--- config.mk ---
export PLATFORM = sky130hd
export DESIGN_NAME = ps2_code_decoder
export DESIGN_NICKNAME = d
export VERILOG_FILES = /design/src/rtl/ps2_code_decoder.sv
export SDC_FILE = /design/constraint.sdc
export NUM_CORES = 1
export LEC_CHECK = 0
export ABC_AREA = 1
export BUFFER_PORTS_ARGS = -buffer_cell sky130_fd_sc_hd__buf_2
export CAP_MARGIN = 20
export CORE_MARGIN = 2
export CORE_UTILIZATION = 59
export DETAILED_ROUTE_END_ITERATION = 7
export HOLD_SLACK_MARGIN = 0.15
export PLACE_DENSITY = 0.82
export SKIP_LAST_GASP = 1
export SYNTH_ARGS = -nofsm -noshare
export SYNTH_HDL_FRONTEND = slang
export SYNTH_SLANG_ARGS = --single-unit
export TNS_END_PERCENT = 100
--- constraint.sdc ---
create_clock -name CLK -period 2.9 [get_ports CLK]
set_input_delay 0.58 -clock CLK [delete_from_list [all_inputs] [get_ports CLK]]
set_output_delay 0.58 -clock CLK [all_outputs]
set_load 0.005 [all_outputs]
--- src/rtl/ps2_code_decoder.sv ---
// PS/2 scan-code decoder: turns the receiver's byte stream into make/break key
// events with extended/pause qualifiers, tracks modifiers, and buffers events in a FWFT FIFO.
module ps2_code_decoder #(
  parameter int unsigned FIFO_DEPTH = 4
) (
  input  logic       CLK,
  input  logic       RST,
  input  logic       NEW_CODE,
  input  logic [7:0] CODE,
  output logic       EV_VALID,
  input  logic       EV_READY,
  output logic [7:0] EV_CODE,
  output logic       EV_BREAK,
  output logic       EV_EXT,
  output logic       EV_PAUSE,
  output logic [3:0] MODS,
  output logic       DEV_MSG,
  output logic       OVERFLOW
);

  localparam int unsigned AW = $clog2(FIFO_DEPTH);

  typedef enum logic [2:0] {
    S_IDLE, S_EXT, S_BRK, S_EXT_BRK, S_PAUSE
  } state_t;

  state_t      state_q, state_d, eff;
  logic [2:0]  skip_q, skip_d;
  logic        emit, e_brk, e_ext, e_pause, is_dev, dev_d;
  logic [7:0]  ev_code;
  logic        dev_q, ovf_q;
  // {ralt, lalt, rctrl, lctrl, rshift, lshift}
  logic [5:0]  held_q, held_d;
  logic        caps_held_q, caps_held_d, caps_q, caps_d;

  logic [10:0] mem_q [FIFO_DEPTH];
  logic [AW:0] wr_q, rd_q;
  logic        full, empty, push, pop;
  logic [10:0] head;

  always_comb begin
    is_dev  = CODE inside {8'h00, 8'hAA, 8'hEE, 8'hFA, 8'hFE, 8'hFF};
    state_d = state_q;
    skip_d  = skip_q;
    eff     = state_q;
    emit    = 1'b0;
    e_brk   = 1'b0;
    e_ext   = 1'b0;
    e_pause = 1'b0;
    dev_d   = 1'b0;
    if (NEW_CODE) begin
      if (state_q == S_PAUSE) begin
        skip_d = skip_q - 3'd1;
        if (skip_q == 3'd1) begin
          emit    = 1'b1;
          e_pause = 1'b1;
          e_ext   = 1'b1;
          state_d = S_IDLE;
        end
      end else if (is_dev) begin
        dev_d   = 1'b1;
        state_d = S_IDLE;
      end else begin
        // A fresh prefix after a pending F0 restarts decoding from IDLE.
        if ((state_q == S_BRK || state_q == S_EXT_BRK) &&
            (CODE inside {8'hE0, 8'hE1, 8'hF0}))
          eff = S_IDLE;
        case (eff)
          S_EXT: begin
            if (CODE == 8'hF0)      state_d = S_EXT_BRK;
            else if (CODE == 8'hE0) state_d = S_EXT;
            else begin
              emit    = 1'b1;
              e_ext   = 1'b1;
              state_d = S_IDLE;
            end
          end
          S_BRK, S_EXT_BRK: begin
            emit    = 1'b1;
            e_brk   = 1'b1;
            e_ext   = (eff == S_EXT_BRK);
            state_d = S_IDLE;
          end
          default: begin
            if (CODE == 8'hE0)      state_d = S_EXT;
            else if (CODE == 8'hF0) state_d = S_BRK;
            else if (CODE == 8'hE1) begin
              state_d = S_PAUSE;
              skip_d  = 3'd7;
            end else begin
              emit    = 1'b1;
              state_d = S_IDLE;
            end
          end
        endcase
        if (emit && e_ext && (CODE == 8'h12 || CODE == 8'h59))
          emit = 1'b0;
      end
    end
    ev_code = e_pause ? 8'h77 : CODE;
  end

  always_comb begin
    held_d      = held_q;
    caps_held_d = caps_held_q;
    caps_d      = caps_q;
    if (emit && !e_pause) begin
      case ({e_ext, CODE})
        9'h012:  held_d[0] = !e_brk;
        9'h059:  held_d[1] = !e_brk;
        9'h014:  held_d[2] = !e_brk;
        9'h114:  held_d[3] = !e_brk;
        9'h011:  held_d[4] = !e_brk;
        9'h111:  held_d[5] = !e_brk;
        default: ;
      endcase
      if (CODE == 8'h58) begin
        if (e_brk) caps_held_d = 1'b0;
        else begin
          if (!caps_held_q) caps_d = !caps_q;
          caps_held_d = 1'b1;
        end
      end
    end
  end

  assign empty = (wr_q == rd_q);
  assign full  = (wr_q[AW] != rd_q[AW]) && (wr_q[AW-1:0] == rd_q[AW-1:0]);
  assign pop   = !empty && EV_READY;
  assign push  = emit && (!full || pop);

  always_ff @(posedge CLK) begin
    if (push) mem_q[wr_q[AW-1:0]] <= {e_pause, e_ext, e_brk, ev_code};
  end

  always_ff @(posedge CLK or negedge RST) begin
    if (!RST) begin
      state_q     <= S_IDLE;
      skip_q      <= '0;
      held_q      <= '0;
      caps_held_q <= 1'b0;
      caps_q      <= 1'b0;
      dev_q       <= 1'b0;
      ovf_q       <= 1'b0;
      wr_q        <= '0;
      rd_q        <= '0;
    end else begin
      state_q     <= state_d;
      skip_q      <= skip_d;
      held_q      <= held_d;
      caps_held_q <= caps_held_d;
      caps_q      <= caps_d;
      dev_q       <= dev_d;
      if (emit && full && !pop) ovf_q <= 1'b1;
      if (push) wr_q <= wr_q + 1'b1;
      if (pop)  rd_q <= rd_q + 1'b1;
    end
  end

  assign head     = empty ? '0 : mem_q[rd_q[AW-1:0]];
  assign EV_VALID = !empty;
  assign EV_PAUSE = head[10];
  assign EV_EXT   = head[9];
  assign EV_BREAK = head[8];
  assign EV_CODE  = head[7:0];
  assign MODS     = {caps_q, |held_q[5:4], |held_q[3:2], |held_q[1:0]};
  assign DEV_MSG  = dev_q;
  assign OVERFLOW = ovf_q;

endmodule

* After elaboration in Yosys (flattened, before gate mapping) *
Memory sizes are Yosys's and may differ from the RTL's.
Index checks and enable logic that the tools add are counted.

storage, ports and cells
  register bits after elaboration = 22
  RAM bits = 44
  bits of input ports = 12
  output and inout port bits = 18
  word-level logic and storage cells = 143
  memories kept = 1

memory list
  name   depth  width  rd ports  clocked after memory_dff  wr ports  line  text
  mem_q  4      11     1         0                         1         36    logic [10:0] mem_q [FIFO_DEPTH];

cells by class
  $add $sub $neg = 3
  equal/unequal tests = 32
  mux-type cells = 54
  bitwise logic cells = 2
  reductions and logical operators = 37

operators with widths
  operator                                       number
  == test 8 bit, second input constant           8
  two-way mux 3 bit                              16
  two-way mux 1 bit                              32
  == test 9 x 5 -> 1 bit, second input constant  3
  == test 9 bit, second input constant           2
  == test 8 x 7 -> 1 bit, second input constant  2
  AND reduction 2 bit                            8
  == test 3 x 2 -> 1 bit, second input constant  4
  two-way mux 11 bit                             1
  == test 9 x 7 -> 1 bit, second input constant  1
  logical AND 1 bit                              9
  == test 8 x 5 -> 1 bit, second input constant  1
  logical NOT 8 bit                              1
  two-way mux 8 bit                              1
  OR reduction 2 bit                             4
  adder 3 x 1 -> 3 bit, second input constant    2
  == test 3 x 1 -> 1 bit, second input constant  2
  logical NOT 1 bit                              6
  != test 2 x 1 -> 1 bit, second input constant  3
  one-hot mux 3 bit (2 select lines)             1
  AND reduction 6 bit                            1
  nonzero test 6 bit                             1
  != test 2 bit, second input constant           2
  one-hot mux 1 bit (2 select lines)             2
  other kinds (12)                               15

* Logic depth before layout (Yosys ltp) *
Gate-level depths: netlist of the first run.

  word-level depth = 22
  gate-level depth with buffers = 16
  mapped depth without buffers = 16

* Worst setup path before layout of the first run *
OpenSTA, ideal clock, no wires.

  path kind = input -> register
  from = input CODE[0]
  to = memory mem_q[0][0], enable pin
  setup time = 0.378 ns
  arrival time = 1.997 ns
  data required time = 2.522 ns
  setup slack = 0.524 ns
  stages = 11
  buffers on the path = 0
  cell sequence = inv_1 > nand2_1 > nor2_2 > o21ai_2 > nand2_1 > nand2_1 > nand2_1 > nand2_1 > nand2_2 > nand3_2 > nor2_1

between the ends
  word-level cells in the longest chain between the ends = 22
  elaborated cells on any way between the ends = 45
  those cells by class = 13 x eq/ne; 23 x mux; 9 x reduce/logical

ends and longest elaborated chain
  what                                              line    text
  start, declared                                   9       input logic [7:0] CODE,
  == test 8 bit, on equally long branches           -
  nonzero test 3 bit                                66      (CODE inside {8'hE0, 8'hE1, 8'hF0}))
  logical AND 1 bit                                 65      if ((state_q == S_BRK || state_q == S_EXT_BRK) &&
  two-way mux 3 bit                                 65
  two-way mux 3 bit                                 60      end else if (is_dev) begin
  two-way mux 3 bit                                 52      if (state_q == S_PAUSE) begin
  two-way mux 3 bit                                 51      if (NEW_CODE) begin
  == test 3 x 2 -> 1 bit, on equally long branches  68, 81
  [5 not listed]                                    -
  logical AND 1 bit (2 in series)                   96      if (emit && e_ext && (CODE == 8'h12 || CODE == 8'h59))
  two-way mux 1 bit                                 96
  two-way mux 1 bit (*)                             60
  two-way mux 1 bit (*)                             52
  two-way mux 1 bit (*)                             51
  logical AND 1 bit (*)                             130     assign push = emit && (!full || pop);
  two-way mux 1 bit (*)                             133     if (push) mem_q[wr_q[AW-1:0]] <= {e_pause, e_ext, e_brk, ev_code};
  two-way mux 1 bit (implied by the code) (*)       133
  end, declared                                     36

Mark *: on every way between the ends. The rest lies on a longest branch, timed or not. The select of a mux whose other input is x is not followed.

* Final worst setup path of the first run *
  from = register wr_q[0]
  to = output EV_CODE[6]

between the ends
  word-level cells in the longest chain between the ends = 2

ends and longest elaborated chain
  what                    line  text
  start, declared         37    logic [AW:0] wr_q, rd_q;
  start signal, assigned  155   if (push) wr_q <= wr_q + 1'b1;
  == test 3 bit           127   assign empty = (wr_q == rd_q);
  two-way mux 11 bit      160   assign head = empty ? '0 : mem_q[rd_q[AW-1:0]];
  end, declared           12    output logic [7:0] EV_CODE,

Every way passes these cells.

==> results of run 1 <==
## registers in the layout (all words and copies together) (netlist names)
name	count
state_q	3
caps_q	1
caps_held_q	1
DEV_MSG	1
mem_q	44
held_q	6
wr_q	3
OVERFLOW	1
skip_q	3
rd_q	3
## cells in the mapped netlist, types with 2 or more instances
cell type / number
edfxtp_1: 44
ha_1: 7
inv_2: 6
nand3_1: 5
a21oi_1: 4
nor3_1: 4
nor2_4: 3
nor2_1: 63
o21ai_1: 3
nand2_2: 6
inv_1: 44
dfrtp_1: 22
buf_1: 2
xnor2_1: 3
nand4_1: 3
nor2_2: 5
clkbuf_1: 5
o32ai_1: 11
nand2_1: 76
xor2_1: 3
o21ai_0: 18
## routing by layer
layer,share of wire [%],up-vias,global-route usage [%]
li1,-,1214,-
met1,47,1170,34.17
met2,46,97,36.07
met3,5.9,10,5.517
met4,0.91,0,5.789
met5,0,-,0
## worst paths after layout
| check | start | end | slack (ns) | cells after the start |
|---|---|---|---|---|
| hold reg to reg | OVERFLOW$_DFFE_PN0P_ | OVERFLOW$_DFFE_PN0P_ | 0.48 | 1 |
| min in group CLK | OVERFLOW$_DFFE_PN0P_ | OVERFLOW$_DFFE_PN0P_ | 0.48 | 1 |
| setup / recovery | wr_q[0]$_DFFE_PN0N_ | EV_CODE[6] | 0.48 | 7 |
| max in group asynchronous | RST | skip_q[2]$_DFFE_PN0P_ | 2.33 | 1 |
| setup reg to reg | state_q[2]$_DFFE_PN0P_ | mem_q[0][1]$_DFFE_PP_ | 0.74 | 8 |
| hold / removal | RST | rd_q[1]$_DFFE_PN0P_ | 0.21 | 1 |
## layout make-up
type / count / area [um2] / area share [%]
repair buffers: 36 / 197.7 / 5.316
clock buffers: 10 / 127.6 / 3.432
inverters: 50 / 187.7 / 5.047
clock inverters: 6 / 57.56 / 1.548
multi-input cells: 226 / 1186 / 31.90
well taps: 72 / 90.09 / 2.423
flip-flops and latches: 66 / 1872 / 50.34
## metrics by stage
step / util, % / total power (uW)
finish: 68.37 / 3230
global route: 68.37 / 3453
CTS: 68.37 / 3241
detailed placement: 64.96 / 2524
global placement: 64.96 / 2463
floorplan: - / 2091
## where the power goes
| part | total (uW) | internal (uW) | switching (uW) |
|---|---|---|---|
| registers | 1330 | 1240 | 91.4 |
| logic | 1170 | 459 | 711 |
| clock network | 726 | 390 | 336 |
| total | 3230 | 2090 | 1140 |
## cell families (layout without fill, tap and decap cells)
family,after synthesis,count (layout),synth area share (%)
AOI/OAI and AO/OA,41,41,8.432
xor gates and xnor gates,6,6,1.603
adders and majority gates,7,7,2.671
buffers and inverters,58,102,6.753
DFF,66,66,57.08
muxes,1,1,0.3434
and+or+nand+nor,171,171,23.12
==> run_results.csv, run 1 <==
group,metric,value,unit
timing,fin_crit_sh,83.36,%
synthesis,async_reset_ff_share,33.33,%
timing,fin_setup_tns,0,ns
route,avgRoutedWirePerCell,14.18,um
grt,grt_max_degree,25,
grt,grt_pass1_wl,10.92,mm
timing,worst_clock_skew,0.01060,ns
finish,stdcell_count,466,
cts,htree_num_levels,3,
place,dpl_cell_area,0.003533,mm2
synthesis,ys.flop_type,"edfxtp_1",
cts,cts_setup_buffers,0,
finish,drive_gt1_share,19.29,%
setup_path,slowest_stage,"dfrtp_1",
power,total_leakage_power,0.001680,uW
grt,grt_overflow,0,
grt,grt_usage,23.51,%
cts,cts_tree,"yes",
synthesis,synth.distinct_cells,34,
synthesis,yosysWarnings,0,
power,ir_drop,0.0003496,V
setup_path,path_max_fanout,14,
power,powerDensity,868.7,mW/mm2
synthesis,postSynthAreaPerCell,9.370,um2
die,initial_core_util,60.29,%
route,drt_iter0_drc,214,
setup_path,crit_path_end_kind,"output pin",
grt,grt_pass1_vias,2286,
timing,tightestPinTransition,0.5434,ns
timing,final-hold-violation-count,0,
finish,syn_to_final_growth,13.39,%
min_path,hp-class,"input pin to async pin",
route,drc,0,
run,drv_cap,0,
run_status,status,"finished clean",
setup_path,slowest_delay,0.43,ns
finish,fillerInstances,414,
synthesis,synth_nets,369,
die,die_area,0.006171,mm2
route,drt-pass1-iter-count,5,
route,ant_nets,0,
synthesis,synth-seq-cells,66,
place,dpl.hpwl,4.786,mm
cts,clock_path_buffers,2,
die,rows,27,
cts,clk-insertion-delay-late,0.34,ns
die,floorplan.die.width,78.56,um
timing,setup_viol,0,
cts,cts_sinks,66,
place,portBuffers,29,
die,dieHeight,78.56,um
route,vias_per_cell,5.345,
timing,rsz0062_at_grt,"no",
setup_path,required,2.32,ns
cts,clockRootBuffer,"clkbuf_8",
route,routed_wl,6.607,mm
cts,path_clk_slew,0.07,ns
place,place_congestion,0.9172,
timing,holdWs,0.2081,ns
finish,mostFrequentLayoutCells,"nand2_1 (76), nor2_1 (63), inv_1 (44), edfxtp_1 (44), buf_2 (29)",
finish,nets,408,
synthesis,synth-seq-area-share,57.08,%
place,place_ws,0.4287,ns
die,pin_count,30,
setup_path,start_kind,"flop",
setup_path,path_class,"flop to output pin",
timing,fin_ws,0.4827,ns
cts,cts_hold_buf,0,
synthesis,synth_area,0.003279,mm2
setup_path,path_delay_family,"simple AND/OR/NAND/NOR gates",
grt,antenna_found_initial,0,
timing,drv_slew,0,
die,core_area,0.005439,mm2
setup_path,crit_chain,"inv_1 -> nand2_1 -> a21oi_1 -> nand2_1 -> nand2_1 -> inv_1 -> buf_2",
synthesis,netlist.area_leader.share,40.29,%
cts,cts_resized,0,
setup_path,cp.arrival,1.84,ns
finish,antenna_cells,0,
setup_path,cp.buffers_inverters,3,
finish,final_area,0.003719,mm2
synthesis,synth_edf_count,44,
timing,timing.fmax,0.4137,GHz
finish,layout_commonest_cell,"nand2_1",
place,dpl.cell_count,450,
synthesis,synth_area_leaders,"edfxtp_1 (40%), dfrtp_1 (17%), nand2_1 (8.7%), nor2_1 (7.2%), inv_1 (5.0%)",
synthesis,yosys.area.top_type,"edfxtp_1",
timing,period_minus_slack,2.417,ns
timing,relSlewSlack,63.44,%
cts,cts_made_buffers,9,
synthesis,post_synth_inst_count,350,
setup_path,cp_common_cell,"nand2_1",
route,dr_total_vias,2491,
Power figures use the tool's default switching activity.
==> run 2: changes to the inputs <==
- CORE_UTILIZATION: 59 -> 53
- PLACE_DENSITY: 0.82 -> 0.78
- clock period: 2.9 -> 2.2 ns (I/O delays scaled with it)
==> run 2 against run 1 <==
Compared with the run above:
- combinational power increased by 44%
- highest routed layer unchanged
- cell area increased by 3.8%
- power increased by 43%
- global-route usage decreased by 1.5 points
- worst setup slack got worse by 0.37 ns
==> run_results.csv, run 2 (synthesis results as in run 1) <==
group,metric,value,unit
run_status,status,"finished clean",
die,die_area,0.006833,mm2
cts,clock_path_buffers,2,
route,ant_nets,0,
setup_path,cp.arrival,1.65,ns
timing,tightestPinTransition,0.5141,ns
grt,grt_overflow,0,
power,total_leakage_power,0.001753,uW
grt,grt_max_degree,25,
setup_path,crit_path_end_kind,"output pin",
timing,holdWs,0.4037,ns
route,avgRoutedWirePerCell,14.58,um
die,floorplan.die.width,82.66,um
setup_path,worstSetupStartpoint,"wr_q[0]$_DFFE_PN0N_",
cts,path_clk_slew,0.08,ns
die,pin_count,30,
setup_path,required,1.76,ns
finish,mostFrequentLayoutCells,"nand2_1 (75), nor2_1 (63), edfxtp_1 (44)",
finish,syn_to_final_growth,17.70,%
grt,use_met3,5.000,%
cts,cts_made_buffers,9,
timing,final-hold-violation-count,0,
finish,nets,414,
setup_path,start_kind,"flop",
run,drv_cap,0,
min_path,hp-class,"input pin to flop",
timing,relSlewSlack,65.73,%
die,initial_core_util,55.06,%
setup_path,r2r_start,"state_q[2]$_DFFE_PN0P_",
route,drc,0,
cts,htree_num_levels,3,
finish,largest_reg_flops,44,
cts,clk-insertion-delay-late,0.34,ns
grt,grt_pass1_wl,10.91,mm
grt,grt_pass1_vias,2350,
timing,fin_crit_sh,94.90,%
timing,timing.fmax,0.4790,GHz
setup_path,worstRegToRegCells,8,
timing,setup_viol,0,
grt,grt_busiest_layer,"met2",
grt,grt_use_met1,30.81,%
timing,worst_clock_skew,0.008286,ns
place,portBuffers,29,
min_path,hp-start,"EV_READY",
power,ir_drop,0.0004949,V
cts,clockRootBuffer,"clkbuf_8",
setup_path,worstReg2RegEnd,"mem_q[1][0]$_DFFE_PP_",
power,powerDensity,1193,mW/mm2
setup_path,r2r_slack,0.19,ns
setup_path,path_class,"flop to output pin",
finish,drive_gt1_share,23.00,%
setup_path,path_max_fanout,14,
timing,drv_slew,0,
finish,antenna_cells,0,
finish,fin_util,64.81,%
cts,cts_tree,"yes",
route,vias_per_cell,5.238,
die,core_area,0.005956,mm2
die,rows,28,
grt,met2_usage,33.87,%
route,dr_total_vias,2488,
min_path,holdPathEnd,"rd_q[2]$_DFFE_PN0P_",
place,place_congestion,0.9476,
power,total_power,4604,uW
grt,antenna_found_initial,0,
min_path,holdPathStages,3,
place,dpl.hpwl,5.005,mm
route,drt_iter0_drc,169,
finish,fillerInstances,503,
die,dieHeight,82.66,um
timing,period_minus_slack,2.088,ns
route,routed_wl,6.925,mm
route,drt-pass1-iter-count,4,
cts,cts_sinks,66,
grt,grt_usage,21.97,%
finish,layout_commonest_cell,"nand2_1",
-- run 2: critical path, stage by stage, from the launching register on --
cell and delay, ns:
dfrtp_1 0.43, inv_1 0.15, nand2_1 0.09, a21oi_2 0.22, nand2_4 0.16, nand2_1 0.11
inv_1 0.04, buf_2 0.11
-- run 2: repair_timing --
item,4_1_cts,5_1_grt
setup endpoints to repair,12,12
hold buffers,1,0
resized for setup,2,10
setup buffers,0,1
endpoints found under the hold margin,22,0
pin swaps,0,1
-- run 2: how the worst max path moves through the flow --
stage	end
after floorplan	mem_q[0][0]$_DFFE_PP_
after detailed placement	mem_q[1][4]$_DFFE_PP_
final	EV_PAUSE
after CTS	EV_EXT
after global routing	EV_CODE[2]
after global placement	mem_q[1][6]$_DFFE_PP_
-- run 2: metrics by stage --
step	cell area [um2]	setup slack, ns	instances	TNS (ns)
finish	3860	0.1123	475	0
detailed placement	3567	-0.02231	457	-0.3252
CTS	3807	0.01208	474	0
global route	3860	-0.01292	475	-0.02436
global placement	3567	0.09435	457	0
floorplan	3279	-0.03592	350	-1.580
-- run 2: report_power, final --
| part | internal (uW) | switching [uW] | leakage, uW | total, uW |
|---|---|---|---|---|
| Sequential | 1640 | 140 | 0.000664 | 1780 |
| Combinational | 689 | 996 | 0.000974 | 1680 |
| Clock | 650 | 490 | 0.000115 | 1140 |
-- run 2: routing by layer --
metal	vias to the layer above	share of wire (%)
li1	1236	-
met1	1169	46
met2	75	47
met3	8	5.7
met4	0	1.3
met5	-	0
-- run 2: final cells by class --
| cell class | instances | area [um2] | share of cell area (%) |
|---|---|---|---|
| Clock buffer | 9 | 123.9 | 3.209 |
| Clock inverter | 7 | 100.1 | 2.593 |
| Inverter | 50 | 187.7 | 4.862 |
| Multi-Input combinational cell | 226 | 1220 | 31.60 |
| Sequential cell | 66 | 1873 | 48.53 |
| Tap cell | 75 | 93.84 | 2.431 |
| Timing Repair Buffer | 42 | 261.5 | 6.775 |
